==> src/rtl/micro_waves_control_param.sv <==
// Microwave oven controller: keypad mm:ss entry, BCD countdown on a prescaled
// one-second tick, door interlock, pause/resume and power-level duty cycling.
module micro_waves_control_param #(
    parameter int CLK_DIV    = 100,
    parameter int MIN_DIGITS = 1
) (
    input  logic                      clk,
    input  logic                      clearn,
    input  logic [9:0]                keypad,
    input  logic                      startn,
    input  logic                      stopn,
    input  logic                      powern,
    input  logic                      door_closed,
    output logic [6:0]                sec_ones_segs,
    output logic [6:0]                sec_tens_segs,
    output logic [7*MIN_DIGITS-1:0]   min_segs,
    output logic                      mag_on,
    output logic                      done,
    output logic [3:0]                power_level
);

    // state      | meaning
    // S_IDLE     | digit entry, waiting for start
    // S_POWER_SET| next key press selects the power level
    // S_COOK     | counting down, magnetron duty-cycled
    // S_PAUSE    | door opened or stop pressed, everything frozen
    // S_DONE     | countdown reached 0:00
    typedef enum logic [2:0] {
        S_IDLE,
        S_POWER_SET,
        S_COOK,
        S_PAUSE,
        S_DONE
    } state_t;

    localparam int            PW         = $clog2(CLK_DIV);
    localparam logic [PW-1:0] PRESC_LAST = PW'(CLK_DIV - 1);

    state_t                       r_state, w_state;
    logic                         r_startn, r_startn_d, r_stopn, r_stopn_d;
    logic                         r_powern, r_powern_d;
    logic [9:0]                   r_key, r_key_d;
    logic [3:0]                   r_ones, r_tens, w_ones, w_tens;
    logic [MIN_DIGITS-1:0][3:0]   r_min, w_min;
    logic [3:0]                   r_power, w_power;
    logic [PW-1:0]                r_presc, w_presc;
    logic [3:0]                   r_elapsed, w_elapsed;

    logic                         w_start_ev, w_stop_ev, w_power_ev, w_key_ev;
    logic                         w_key_onehot, w_time_nz, w_tick;
    logic [3:0]                   w_key_digit;
    logic [3:0]                   w_dec_ones, w_dec_tens;
    logic [MIN_DIGITS-1:0][3:0]   w_dec_min, w_shift_min;
    logic                         w_dec_zero, w_borrow;

    function automatic logic [6:0] seg7(input logic [3:0] d);
        case (d)
            4'd0:    seg7 = 7'h3F;
            4'd1:    seg7 = 7'h06;
            4'd2:    seg7 = 7'h5B;
            4'd3:    seg7 = 7'h4F;
            4'd4:    seg7 = 7'h66;
            4'd5:    seg7 = 7'h6D;
            4'd6:    seg7 = 7'h7D;
            4'd7:    seg7 = 7'h07;
            4'd8:    seg7 = 7'h7F;
            4'd9:    seg7 = 7'h6F;
            default: seg7 = 7'h00;
        endcase
    endfunction

    // Two register stages per key: an event is a registered 1->0 (or 0->one-hot) transition.
    always_ff @(posedge clk or negedge clearn) begin
        if (!clearn) begin
            r_startn   <= 1'b1;
            r_startn_d <= 1'b1;
            r_stopn    <= 1'b1;
            r_stopn_d  <= 1'b1;
            r_powern   <= 1'b1;
            r_powern_d <= 1'b1;
            r_key      <= '0;
            r_key_d    <= '0;
        end else begin
            r_startn   <= startn;
            r_startn_d <= r_startn;
            r_stopn    <= stopn;
            r_stopn_d  <= r_stopn;
            r_powern   <= powern;
            r_powern_d <= r_powern;
            r_key      <= keypad;
            r_key_d    <= r_key;
        end
    end

    assign w_start_ev   = r_startn_d & ~r_startn;
    assign w_stop_ev    = r_stopn_d & ~r_stopn;
    assign w_power_ev   = r_powern_d & ~r_powern;
    assign w_key_onehot = (r_key != 10'd0) && ((r_key & (r_key - 10'd1)) == 10'd0);
    assign w_key_ev     = (r_key_d == 10'd0) && w_key_onehot;
    assign w_time_nz    = (r_ones != 4'd0) || (r_tens != 4'd0) || (r_min != '0);
    assign w_tick       = (r_presc == PRESC_LAST);

    always_comb begin
        w_key_digit = 4'd0;
        for (int i = 0; i < 10; i++) begin
            if (r_key[i]) w_key_digit = 4'(i);
        end
    end

    always_comb begin
        w_shift_min    = r_min;
        w_shift_min[0] = r_tens;
        for (int i = 1; i < MIN_DIGITS; i++) begin
            w_shift_min[i] = r_min[i-1];
        end
    end

    // Seconds borrow from minutes as 59; seconds above 59 count down as entered.
    always_comb begin
        w_dec_ones = r_ones;
        w_dec_tens = r_tens;
        w_dec_min  = r_min;
        w_borrow   = 1'b0;
        if (r_ones != 4'd0) begin
            w_dec_ones = r_ones - 4'd1;
        end else if (r_tens != 4'd0) begin
            w_dec_tens = r_tens - 4'd1;
            w_dec_ones = 4'd9;
        end else begin
            w_dec_tens = 4'd5;
            w_dec_ones = 4'd9;
            w_borrow   = 1'b1;
            for (int i = 0; i < MIN_DIGITS; i++) begin
                if (w_borrow) begin
                    if (r_min[i] != 4'd0) begin
                        w_dec_min[i] = r_min[i] - 4'd1;
                        w_borrow     = 1'b0;
                    end else begin
                        w_dec_min[i] = 4'd9;
                    end
                end
            end
        end
    end

    assign w_dec_zero = (w_dec_ones == 4'd0) && (w_dec_tens == 4'd0) && (w_dec_min == '0);

    always_comb begin
        w_state   = r_state;
        w_ones    = r_ones;
        w_tens    = r_tens;
        w_min     = r_min;
        w_power   = r_power;
        w_presc   = r_presc;
        w_elapsed = r_elapsed;
        case (r_state)
            S_IDLE: begin
                if (w_stop_ev) begin
                    w_ones  = 4'd0;
                    w_tens  = 4'd0;
                    w_min   = '0;
                    w_power = 4'd10;
                end else if (w_start_ev && door_closed && w_time_nz) begin
                    w_state   = S_COOK;
                    w_presc   = '0;
                    w_elapsed = 4'd0;
                end else if (w_power_ev) begin
                    w_state = S_POWER_SET;
                end else if (w_key_ev) begin
                    w_ones = w_key_digit;
                    w_tens = r_ones;
                    w_min  = w_shift_min;
                end
            end
            S_POWER_SET: begin
                if (w_stop_ev) begin
                    w_state = S_IDLE;
                end else if (w_key_ev) begin
                    w_power = (w_key_digit == 4'd0) ? 4'd10 : w_key_digit;
                    w_state = S_IDLE;
                end
            end
            S_COOK: begin
                // Pause wins over a coincident tick; the prescaler holds its phase.
                if (w_stop_ev || !door_closed) begin
                    w_state = S_PAUSE;
                end else begin
                    w_presc = w_tick ? '0 : r_presc + PW'(1);
                    if (w_tick) begin
                        w_ones    = w_dec_ones;
                        w_tens    = w_dec_tens;
                        w_min     = w_dec_min;
                        w_elapsed = (r_elapsed == 4'd9) ? 4'd0 : r_elapsed + 4'd1;
                        if (w_dec_zero) w_state = S_DONE;
                    end
                end
            end
            S_PAUSE: begin
                if (w_stop_ev) begin
                    w_state = S_IDLE;
                    w_ones  = 4'd0;
                    w_tens  = 4'd0;
                    w_min   = '0;
                end else if (w_start_ev && door_closed) begin
                    w_state = S_COOK;
                end
            end
            S_DONE: begin
                if (w_key_ev || w_start_ev || w_stop_ev || !door_closed) begin
                    w_state = S_IDLE;
                end
            end
            default: w_state = S_IDLE;
        endcase
    end

    always_ff @(posedge clk or negedge clearn) begin
        if (!clearn) begin
            r_state   <= S_IDLE;
            r_ones    <= 4'd0;
            r_tens    <= 4'd0;
            r_min     <= '0;
            r_power   <= 4'd10;
            r_presc   <= '0;
            r_elapsed <= 4'd0;
        end else begin
            r_state   <= w_state;
            r_ones    <= w_ones;
            r_tens    <= w_tens;
            r_min     <= w_min;
            r_power   <= w_power;
            r_presc   <= w_presc;
            r_elapsed <= w_elapsed;
        end
    end

    always_comb begin
        min_segs = '0;
        for (int i = 0; i < MIN_DIGITS; i++) begin
            min_segs[7*i +: 7] = seg7(r_min[i]);
        end
    end

    assign sec_ones_segs = seg7(r_ones);
    assign sec_tens_segs = seg7(r_tens);
    assign mag_on        = (r_state == S_COOK) && door_closed && (r_elapsed < r_power);
    assign done          = (r_state == S_DONE);
    assign power_level   = r_power;

endmodule

==> config.mk <==
export PLATFORM = sky130hd
export DESIGN_NAME = micro_waves_control_param
export DESIGN_NICKNAME = d
export VERILOG_FILES = /design/src/rtl/micro_waves_control_param.sv
export SDC_FILE = /design/constraint.sdc
export NUM_CORES = 1
export LEC_CHECK = 0
export ABC_AREA = 1
export BUFFER_PORTS_ARGS = -buffer_cell sky130_fd_sc_hd__buf_4
export CAP_MARGIN = 20
export CORE_MARGIN = 2
export CORE_UTILIZATION = 60
export DETAILED_ROUTE_END_ITERATION = 8
export PLACE_DENSITY = 0.81
export SLEW_MARGIN = 10
export SYNTH_ARGS = -nofsm -noshare
export SYNTH_HDL_FRONTEND = slang
export SYNTH_SLANG_ARGS = --single-unit
==> constraint.sdc <==
create_clock -name clk -period 5.5 [get_ports clk]
set_input_delay 0.275 -clock clk [delete_from_list [all_inputs] [get_ports clk]]
set_output_delay 0.275 -clock clk [all_outputs]
set_load 0.01 [all_outputs]
==> qor.yml, run 1 <==
outcome:
  outcome: "complete, but fails checks"
  violations: "negative hold slack"
clock_network:
  clkTransAtPathRegs_ps: 100
  cts_sinks: 56
  cts_tree: "yes"
  cts_buffer_depth: 2
  worstSkewPairLatency_ps: 320
  cts_made_buffers: 5
  cts-htree-levels: 2
  postCtsHoldBufs: 0
  cts_resized: 0
  cts_setup_buffers: 0
  cts-root-buf: "clkbuf_8"
min_path:
  hold_class: "input pin to async pin"
timing:
  maxSlewHeadroom_pct: 54.7
  fin_crit_sh_pct: 39.5
  holdWs_ps: -6.18
  setup_violations: 0
  fin_worst_skew_ps: 8.45
  setup_tns_ps: 0
  period_needed_ps: 2170
  grt_setup_unrepaired: "false"
  fmax_ghz: 0.461
  final_max_slew_viol_count: 0
  hold_viol_final: 5
  worst_pin_slew_ps: 679
layout:
  fin_nets: 581
  area_delta_synth_final_pct: 12.3
  fillCellCount: 492
  multi_input_area_sq_um: 1970
  drive_gt1_share_pct: 17.7
  diodes: 0
  regArea_sq_um: 1410
  fin_cells: 616
route:
  drt-vias-per-instance: 5.37
  drtIter0Drc: 329
  routedWlPerCell_um: 12.9
  route.vias.total: 3308
  wl_um: 7940
  first_pass_iters: 5
  drc: 0
  ant_nets: 0
setup_path:
  crit_path_frequent_cell: "nand2_1"
  critical_path_buf_inv_count: 2
  cpLargestDelayFamily: "simple AND/OR/NAND/NOR gates"
  start_kind: "register"
  end_kind: "register"
  cp_slowest_cell: "dfrtp_1"
  crit_type: "register to register"
  cp_data_arrival_time_ps: 2380
  critPathRequiredTime_ps: 5710
  crit_fanout: 10
  slowest_delay_ps: 480
  worstPathCellList: "inv_1 -> ha_1 -> nand2_4 -> inv_2 -> nand2_1 -> nand2_1 -> nand2_1 -> nand2_1 -> nor2_1 -> nand3_1 -> nand2_1 -> nand2_1 -> nand2_1 -> nand2_1"
global_routing:
  first_global_vias: 2919
  grt_pass1_wl_um: 13000
  antenna_found_initial: 0
  grt_start_max_net_pins: 57
  groute.usage.overall_pct: 24.8
  gr-total-overflow: 0
synth:
  ys_ff_latch: 56
  synth_edf_count: 0
  ys_seq_area_share_pct: 38.0
  synthAdderAreaFrac_pct: 8.43
  synth_xor_xnor_area_share_pct: 0.236
  synth-compound-area-share_pct: 12.4
  synth.area.top_cells: "dfrtp_1 (32%), nand2_1 (12%), ha_1 (8.4%), inv_1 (7.1%), nor2_1 (6.2%)"
  synth_top_family_by_area: "simple AND/OR/NAND/NOR gates"
  yosys.area.top_type: "dfrtp_1"
  synth_simple_gate_area_share_pct: 32.2
  async_reset_ff_share_pct: 100
  syn-num-nets: 537
  syn_inst: 496
  muxShareOfSynthArea_pct: 0
  yosysTopAreaCellShare_pct: 32.4
  synth.cell_area_sq_um: 3710
  syn_area_per_cell_sq_um: 7.48
  yosysWarnings: 0
  yosys_most_used_dff: "dfrtp_1"
  yosysUniqueCellTypes: 38
power_and_ir_drop:
  p_per_area_nw_per_um2: 515
  leakagePower_nw: 2.14
  ir_worst_vdd_uv: 323
flow_run:
  maxCapViolations: 0
floorplanning:
  ios: 43
  die_y_um: 82.6
  core_area_sq_um: 5960
  die-area_sq_um: 6830
  start_util_pct: 62.3
  fp.dieW_um: 82.6
  num_rows: 28
placed_design:
  place_congestion: 0.925
  dp_hpwl_um: 6070
  dp_cells: 608
  portBuffers: 42
[final timing paths]
| check | start | to | slack, ps | cells after the start |
|---|---|---|---|---|
| min in group clk | stopn | r_stopn$_DFF_PN1_ | 60 | 1 |
| max | r_ones[0]$_DFFE_PN0P_ | r_state[1]$_DFFE_PN0P_ | 3330 | 14 |
| max reg2reg | r_ones[0]$_DFFE_PN0P_ | r_state[1]$_DFFE_PN0P_ | 3330 | 14 |
| max in group asynchronous | clearn | r_key_d[8]$_DFF_PN0_ | 5060 | 1 |
| min reg2reg | r_startn$_DFF_PN1_ | r_startn_d$_DFF_PN1_ | 370 | 0 |
| min | clearn | r_elapsed[3]$_DFFE_PN0P_ | -6 | 1 |
[cells in the mapped netlist, types with 2 or more instances]
master,n
nand3_1,43
nand4_1,10
nand2_2,7
o21ai_1,4
nand2_4,4
o22ai_1,4
o21ai_0,20
o21a_1,2
dfrtp_1,48
nand2_1,114
buf_6,3
nor3_1,5
inv_1,70
nand3b_1,2
a21oi_1,24
a22oi_1,5
dfstp_2,8
ha_1,25
o21ai_2,7
inv_2,5
nor2_2,5
nor2_1,61
nor2_4,5
[where the power goes]
group / leakage, nW / total [mW] / switching (mW) / internal (mW)
clock network: 0.0485 / 0.230 / 0.139 / 0.0916
registers: 0.691 / 0.643 / 0.128 / 0.514
logic: 1.40 / 1.27 / 0.781 / 0.492
[through the flow]
step           power [mW]  hold WS (ps)  utilization (%)  instance area (sq um)  worst slack (ps)
2_1_floorplan        1.52         -20.6                -                   3710              3580
3_3_place_gp         1.88           353             68.4                   4080              3440
3_5_place_dp         1.91           359             68.4                   4080              3380
4_1_cts              2.15          20.1             70.0                   4170              3350
5_1_grt              2.35          40.2             70.0                   4170              3140
6_report             2.15         -6.18             70.0                   4170              3330
[layout make-up]
class                   instances  share of cell area, %
clock buffers                   5                   1.65
inverters                      75                   6.75
repair buffers                 42                   7.57
flip-flops and latches         56                   33.9
clock inverters                 3                  0.540
well taps                      75                   2.25
multi-input cells             360                   47.4
[per-layer routing]
metal / GRT usage (%) / wire, um
met1: 32.6 / 3600
met2: 42.6 / 3790
met3: 4.24 / 428
met4: 6.23 / 122
met5: 0 / 0
[cells in the final DEF (no fill, tap or decap)]
cell	count
clkbuf_8	5
a21oi_1	24
nor2_8	1
nor2_4	5
a21oi_4	1
nand4_1	10
o22a_1	1
nor4_1	1
ha_1	25
nand2_2	7
a21boi_0	1
inv_1	70
inv_6	1
nand3b_1	2
o21a_1	2
o21ai_1	4
nor2_2	5
dfrtp_1	48
nor3_1	5
nor2_1	61
xor2_1	1
nor3_2	1
nand2_4	4
o21ai_4	1
a22o_1	1
a22oi_1	5
o21ai_2	7
clkinv_4	1
o211ai_1	1
o32ai_1	1
o22ai_1	4
dfstp_2	8
o21ai_0	20
or2_2	1
inv_2	5
buf_4	42
clkinv_2	1
nand2_1	114
nand3_1	43
a31oi_1	1
[registers in the layout (all words and copies together) (netlist names), 3 cells and up]
name,cells
r_state,3
r_tens,4
r_min,4
r_presc,7
power_level,4
r_key_d,10
r_key,10
r_ones,4
r_elapsed,4
[logic make-up (layout without fill, tap and decap cells)]
logic type | after synthesis | in the layout
compound gates | 74 | 74
simple gates | 260 | 260
buf+inv | 80 | 125
xor+xnor | 1 | 1
flops | 56 | 56
fa+ha+maj | 25 | 25
No activity file was read; power rests on OpenSTA's default activity.
==> run 2, diff against run 1 <==
--- a/config.mk
+++ b/config.mk
@@ -5,13 +5,13 @@
 export SDC_FILE = /design/constraint.sdc
 export NUM_CORES = 1
 export LEC_CHECK = 0
-export ABC_AREA = 1
+export ABC_AREA = 0
 export BUFFER_PORTS_ARGS = -buffer_cell sky130_fd_sc_hd__buf_4
 export CAP_MARGIN = 20
 export CORE_MARGIN = 2
-export CORE_UTILIZATION = 60
+export CORE_UTILIZATION = 58
 export DETAILED_ROUTE_END_ITERATION = 8
-export PLACE_DENSITY = 0.81
+export PLACE_DENSITY = 0.79
 export SLEW_MARGIN = 10
 export SYNTH_ARGS = -nofsm -noshare
 export SYNTH_HDL_FRONTEND = slang
==> constraint.sdc (replaced) <==
create_clock -name clk -period 2 [get_ports clk]
set_input_delay 0.1 -clock clk [delete_from_list [all_inputs] [get_ports clk]]
set_output_delay 0.1 -clock clk [all_outputs]
set_load 0.01 [all_outputs]
==> run 2 against run 1 <==
The run ends with negative setup slack left; sequential power increased by 140%; count of clock-buffer cells in the layout increased by 1; synthesized cell count decreased by 24%; critical path depth decreased by 7; sequential share of layout area decreased by 5.9 points; clock power increased to 3.5 times the previous value; synthesized area decreased by 5.4%; global-route usage increased by 7.8 points; critical path type unchanged; largest cell class unchanged; highest routed layer unchanged.
==> qor.yml, run 2 <==
clock_network:
  cts-root-buf: "clkbuf_8"  # unchanged
  cts_buffer_depth: 2  # unchanged
  cts_sinks: 56  # unchanged
  cts-htree-levels: 2  # unchanged
  cts_tree: "yes"  # unchanged
  cts_made_buffers: 5  # unchanged
  worstSkewPairLatency_ps: 320  # about the same
  clkTransAtPathRegs_ps: 100  # about the same
setup_path:
  crit_fanout: 10  # unchanged
  critPathRequiredTime_ps: 2220  # was 5710 ps
  cp_data_arrival_time_ps: 2920  # was 2380 ps
  start_kind: "register"  # unchanged
  crit_type: "register to register"  # unchanged
  end_kind: "register"  # unchanged
synth:
  syn_inst: 376  # was 496
  synth_most_common_cell: "dfrtp_1"  # was nand2_1
  syn-num-nets: 417  # was 537
  netlist_top_cells_count: "dfrtp_1 (48), o21ai_0 (33), nor2_1 (30)"  # was nand2_1 (114), inv_1 (70), nor2_1 (61)
  yosysWarnings: 0  # unchanged
  synth.area.top_cells: "dfrtp_1 (34%), ha_1 (8.9%), dfstp_2 (6.0%), o21ai_0 (4.7%), nor2_1 (3.2%)"  # was dfrtp_1 (32%), nand2_1 (12%), ha_1 (8.4%), inv_1 (7.1%), nor2_1 (6.2%)
  yosys_most_used_dff: "dfrtp_1"  # unchanged
  async_reset_ff_share_pct: 100  # unchanged
  synth.cell_area_sq_um: 3510  # was 3710 sq um
  yosysTopAreaCellShare_pct: 34.2  # was 32.4%
  syn_area_per_cell_sq_um: 9.33  # was 7.48 sq um
  yosys.area.top_type: "dfrtp_1"  # unchanged
  yosysUniqueCellTypes: 67  # was 38
  ys_ff_latch: 56  # unchanged
  ys_seq_area_share_pct: 40.2  # was 38.0%
  synth_edf_count: 0  # unchanged
global_routing:
  gr-total-overflow: 0  # unchanged
  grt_pass1_wl_um: 16600  # was 13,000 um
  grt_start_max_net_pins: 57  # unchanged
  groute.usage.overall_pct: 32.6  # was 24.8%
  first_global_vias: 3567  # was 2,919
  antenna_found_initial: 0  # unchanged
layout:
  regArea_sq_um: 1420  # was 1410 sq um
  layout_common_cells: "buf_4 (123), dfrtp_1 (44), nor2_1 (29), o21ai_0 (25), nand2_1 (22)"  # was nand2_1 (114), inv_1 (70), nor2_1 (61), dfrtp_1 (48), nand3_1 (43)
  area_delta_synth_final_pct: 44.2  # was 12.3%
  fillCellCount: 301  # was 492
  multi_input_area_sq_um: 2210  # was 1970 sq um
  finalCoreUtilization_pct: 85.9  # was 70.0%
  layout_commonest_cell: "buf_4"  # was nand2_1
  reg_top3: "r_key x10, r_key_d x10, r_presc x7"  # unchanged
  fin_nets: 551  # was 581
  diodes: 0  # unchanged
  final_cell_area_sq_um: 5060  # was 4170 sq um
  fin_cells: 586  # was 616
  drive_gt1_share_pct: 39.1  # was 17.7%
placed_design:
  place_congestion: 0.902  # was 0.925
  placed_area_sq_um: 4540  # was 4080 sq um
  portBuffers: 42  # unchanged
  dp_cells: 557  # was 608
  dp_hpwl_um: 6700  # was 6070 um
outcome:
  violations: "negative setup slack"  # was negative hold slack
  outcome: "complete, but fails checks"  # unchanged
route:
  wl_met1_um: 4340  # was 3600 um
  drc: 0  # unchanged
  routedWlPerCell_um: 19.7  # was 12.9 um
  first_pass_iters: 7  # was 5
  routed-wl-met3_um: 799  # was 428 um
  drtIter0Drc: 392  # was 329
  wl_met2_um: 5920  # was 3790 um
  route.vias.total: 3790  # was 3,308
  top_layer: "met4"  # unchanged
  drt-vias-per-instance: 6.47  # was 5.37
  wl_um: 11600  # was 7940 um
  ant_nets: 0  # unchanged
timing:
  setup_violations: 26  # was 0
  layout_setup_ws_ps: -704  # was 3330 ps
  worst_pin_slew_ps: 829  # was 679 ps
  final_max_slew_viol_count: 0  # unchanged
  maxSlewHeadroom_pct: 44.0  # was 54.7%
  hold_viol_final: 0  # was 5
  fin_crit_sh_pct: 135  # was 39.5%
  fmax_ghz: 0.370  # was 0.461 GHz
  fin_worst_skew_ps: 6.77  # was 8.45 ps
  grt_setup_unrepaired: "true"  # was false
  period_needed_ps: 2700  # was 2170 ps
min_path:
  hold_class: "input pin to register"  # was input pin to async pin
floorplanning:
  start_util_pct: 59.6  # was 62.3%
  die-area_sq_um: 6690  # was 6830 sq um
  ios: 43  # unchanged
  core_area_sq_um: 5890  # was 5960 sq um
  fp.dieW_um: 81.8  # was 82.6 um
  num_rows: 28  # unchanged
  die_y_um: 81.8  # was 82.6 um
power_and_ir_drop:
  p_per_area_nw_per_um2: 1400  # was 515 nW/um^2
  p_total_mw: 7.06  # was 2.15 mW
  ir_worst_vdd_uv: 1030  # was 323 uV
  leakagePower_nw: 2.26  # was 2.14 nW
flow_run:
  maxCapViolations: 0  # unchanged
==> run 2: final timing paths <==
| check | from | to | slack [ps] | depth (start not counted) |
|---|---|---|---|---|
| max in group asynchronous | clearn | r_ones[1]$_DFFE_PN0P_ | 1080 | 2 |
| min in group asynchronous | clearn | r_key[8]$_DFF_PN0_ | 410 | 2 |
| worst max-delay path | r_presc[1]$_DFFE_PN0P_ | r_ones[2]$_DFFE_PN0P_ | -700 | 7 |
| worst min register to register | r_powern$_DFF_PN1_ | r_powern_d$_DFF_PN1_ | 380 | 0 |
| worst max register to register | r_presc[1]$_DFFE_PN0P_ | r_ones[2]$_DFFE_PN0P_ | -700 | 7 |
| worst min-delay path | door_closed | r_state[2]$_DFFE_PN0P_ | 370 | 5 |
==> run 2: routing by layer <==
layer	global-route usage, %	up-vias
met4	13.3	0
li1	-	1666
met3	5.27	66
met5	0	-
met1	38.5	1820
met2	58.6	238
==> run 2: repair_timing <==
item	in CTS	in global routing
resized for setup	21	24
hold buffers	14	0
gates cloned	1	0
pin swaps	11	13
setup buffers	3	3
endpoints found under the hold margin	61	0
endpoints found under the setup margin	30	30
==> run 2: layout make-up <==
cell class,count,share of cell area [%]
multi-input cells,282,43.8
flip-flops and latches,56,28.0
repair buffers,142,22.1
well taps,75,1.86
inverters,23,1.81
clock buffers,6,1.63
clock inverters,2,0.767
==> run 2: where the power goes <==
part | switching, mW | internal [mW] | total [mW]
logic | 2.39 | 2.30 | 4.69
registers | 0.219 | 1.35 | 1.57
clock network | 0.396 | 0.410 | 0.806
total | 3.01 | 4.06 | 7.06
==> run 2: through the flow <==
stage | TNS, ps | setup WS [ps] | hold slack, ps
after floorplan | -10400 | -718 | -196
after global placement | -11510 | -657 | 180
after detailed placement | -12680 | -703 | 192
after CTS | -10110 | -611 | 343
after global routing | -14520 | -798 | 369
final | -12520 | -704 | 368
==> run 2: critical path, cell delays in order, from the launching register on <==
cell and delay (ps):
dfrtp_1 380, ha_1 170, nand2b_1 90, or4_1 550, nor3_1 320, o311ai_0 350
o21a_2 420, mux2_4 330
==> run 2: cells by family after synthesis <==
group           count (synthesis)  share of synthesized area [%]
mux                            13                           4.35
compound gates                114                           22.0
fa+ha+maj                      25                           8.92
buf+inv                        38                           4.31
xor+xnor                        5                           1.25
simple gates                  125                           19.0
flops                          56                           40.2
==> run 3, diff against run 2 <==
--- a/config.mk
+++ b/config.mk
@@ -8,10 +8,12 @@
 export ABC_AREA = 0
 export BUFFER_PORTS_ARGS = -buffer_cell sky130_fd_sc_hd__buf_4
 export CAP_MARGIN = 20
+export CELL_PAD_IN_SITES_DETAIL_PLACEMENT = 1
+export CELL_PAD_IN_SITES_GLOBAL_PLACEMENT = 2
 export CORE_MARGIN = 2
-export CORE_UTILIZATION = 58
+export CORE_UTILIZATION = 36
 export DETAILED_ROUTE_END_ITERATION = 8
-export PLACE_DENSITY = 0.79
+export PLACE_DENSITY = 0.78
 export SLEW_MARGIN = 10
 export SYNTH_ARGS = -nofsm -noshare
 export SYNTH_HDL_FRONTEND = slang
==> run 3 against run 2 <==
The flow still finishes with violations (negative setup slack); setup slack gained 42 ps; maximum frequency grew 1.6%; die area grew 58%; design area grew 5.7%; sequential cell count is the same; worst hold slack lost 1.2 ps; largest cell class unchanged; largest power group unchanged; highest routed layer unchanged.
==> qor.yml, run 3 (synthesized netlist as in run 2, its figures left out) <==
outcome:
  outcome: "complete, but fails checks"  # unchanged
  violations: "negative setup slack"  # unchanged
floorplanning:
  die_y_um: 103  # was 81.8 um
  num_rows: 36  # was 28
  fp.dieW_um: 103  # was 81.8 um
  start_util_pct: 36.6  # was 59.6%
  core_area_sq_um: 9590  # was 5890 sq um
  ios: 43  # unchanged
  die-area_sq_um: 10600  # was 6690 sq um
placed_design:
  place_congestion: 0.830  # was 0.902
  dp_hpwl_um: 8420  # was 6700 um
  dp_cells: 628  # was 557
  portBuffers: 42  # unchanged
timing:
  fmax_ghz: 0.376  # was 0.370 GHz
  grt_setup_unrepaired: "true"  # unchanged
  maxSlewHeadroom_pct: 48.6  # was 44.0%
  holdWs_ps: 367  # was 368 ps
  fin_crit_sh_pct: 133  # was 135%
  period_needed_ps: 2660  # was 2700 ps
  layout_setup_ws_ps: -662  # was -704 ps
  hold_viol_final: 0  # unchanged
  worst_pin_slew_ps: 762  # was 829 ps
  final_max_slew_viol_count: 0  # unchanged
  setup_violations: 25  # was 26
  fin_worst_skew_ps: 16.0  # was 6.77 ps
  setup_tns_ps: -11400  # was -12,520 ps
layout:
  fin_nets: 567  # was 551
  layout_commonest_cell: "buf_4"  # unchanged
  layout_common_cells: "buf_4 (133), dfrtp_1 (44), nor2_1 (27), o21ai_0 (24), nand2_1 (22)"  # was buf_4 (123), dfrtp_1 (44), nor2_1 (29), o21ai_0 (25), nand2_1 (22)
  reg_top3: "r_key x10, r_key_d x10, r_presc x7"  # unchanged
  finalCoreUtilization_pct: 55.7  # was 85.9%
  fin_cells: 660  # was 586
  diodes: 0  # unchanged
  drive_gt1_share_pct: 43.3  # was 39.1%
  area_delta_synth_final_pct: 52.4  # was 44.2%
global_routing:
  first_global_vias: 3763  # was 3,567
  grt_pass1_wl_um: 18900  # was 16,600 um
  groute.usage.overall_pct: 23.1  # was 32.6%
  antenna_found_initial: 0  # unchanged
  gr-total-overflow: 0  # unchanged
  grt_start_max_net_pins: 57  # unchanged
route:
  wl_um: 12000  # was 11,600 um
  first_pass_iters: 4  # was 7
  drtIter0Drc: 141  # was 392
  drc: 0  # unchanged
  route.vias.total: 3599  # was 3,790
  drt-vias-per-instance: 5.45  # was 6.47
  routedWlPerCell_um: 18.2  # was 19.7 um
  ant_nets: 0  # unchanged
clock_network:
  worstSkewPairLatency_ps: 340  # was 320 ps
  cts_made_buffers: 5  # unchanged
  cts_tree: "yes"  # unchanged
  cts_buffer_depth: 2  # unchanged
  clkTransAtPathRegs_ps: 110  # was 100 ps
  cts-root-buf: "clkbuf_8"  # unchanged
  cts-htree-levels: 2  # unchanged
  cts_sinks: 56  # unchanged
setup_path:
  critPathRequiredTime_ps: 2250  # was 2220 ps
  cp_data_arrival_time_ps: 2910  # was 2920 ps
  slowest_delay_ps: 600  # was 550 ps
  worstPathCellList: "or4_4 -> o31ai_4 -> nand3_1 -> or4b_4 -> buf_6 -> nor4_4 -> buf_4 -> mux2i_1"  # was ha_1 -> nand2b_1 -> or4_1 -> nor3_1 -> o311ai_0 -> o21a_2 -> mux2_4
  end_kind: "register"  # unchanged
  crit_type: "register to register"  # unchanged
  crit_fanout: 4  # was 10
  start_kind: "register"  # unchanged
  cp_slowest_cell: "or4_4"  # was or4_1
flow_run:
  maxCapViolations: 0  # unchanged
power_and_ir_drop:
  ir_worst_vdd_uv: 469  # was 1030 uV
  p_per_area_nw_per_um2: 1380  # was 1400 nW/um^2
  leakagePower_nw: 2.37  # was 2.26 nW
min_path:
  hold_class: "input pin to async pin"  # was input pin to register
[run 3: changes by cell type in the layout (fill, tap and decap cells not counted), sizes merged]
cell	previous run	this run
inv	23	24
buf	128	144
clkinv	1	0
[run 3: power by group]
| part | switching [mW] | internal, mW | total [mW] |
|---|---|---|---|
| Sequential | 0.233 | 1.35 | 1.58 |
| Clock | 0.395 | 0.379 | 0.774 |
| Combinational | 2.53 | 2.46 | 5.00 |
| Total | 3.16 | 4.19 | 7.35 |
[run 3: metal layers]
| layer | track usage (%) | vias to the layer above | part of all wire (%) |
|---|---|---|---|
| met2 | 41.9 | 61 | 55 |
| met1 | 28.6 | 1830 | 42 |
| met5 | 0 | - | 0 |
| met4 | 6.97 | 0 | 1.1 |
| met3 | 2.85 | 13 | 2.4 |
| li1 | - | 1695 | - |
[run 3: timing repair]
item	in CTS	in global routing
setup buffers	7	3
hold buffers	14	0
endpoints found under the hold margin	61	0
gates resized for setup	37	34
pin swaps	21	17
endpoints found under the setup margin	30	32
[run 3: worst paths after layout]
| check | slack [ps] | from | end | depth (start not counted) |
|---|---|---|---|---|
| worst max-delay path | -660 | r_key[2]$_DFF_PN0_ | power_level[1]$_DFFE_PN1P_ | 8 |
| worst min-delay path | 370 | clearn | r_tens[0]$_DFFE_PN0P_ | 2 |
| worst min register to register | 370 | r_powern$_DFF_PN1_ | r_powern_d$_DFF_PN1_ | 0 |
| worst max register to register | -660 | r_key[2]$_DFF_PN0_ | power_level[1]$_DFFE_PN1P_ | 8 |
| min in group clk | 370 | r_powern$_DFF_PN1_ | r_powern_d$_DFF_PN1_ | 0 |
| max in group asynchronous | 1110 | clearn | r_key[7]$_DFF_PN0_ | 2 |
[run 3: critical path, delay by kind of cell (launching register included)]
family                 cells  cell delay (ps)
flip-flops                 1              400
AO/OA/AOI/OAI              1              260
AND/OR/NAND/NOR            4             1360
multiplexers               1              220
buffers and inverters      2              340
[run 3: per-stage QoR]
step	setup slack [ps]	total power, mW	cell area [sq um]
global route	-787	7.87	5350
finish	-662	7.35	5350
detailed placement	-793	6.07	4710
global placement	-718	5.89	4710
CTS	-591	7.17	5170
floorplan	-718	3.97	3630
[run 3: cell type report]
class                           instances  area [sq um]
Inverter                               23          91.3
Clock inverter                          2          38.8
Timing Repair Buffer                  158          1270
Clock buffer                            6          72.6
Multi-Input combinational cell        282          2290
Sequential cell                        56          1420
Tap cell                              133           166
Fill cell                            1106          4250
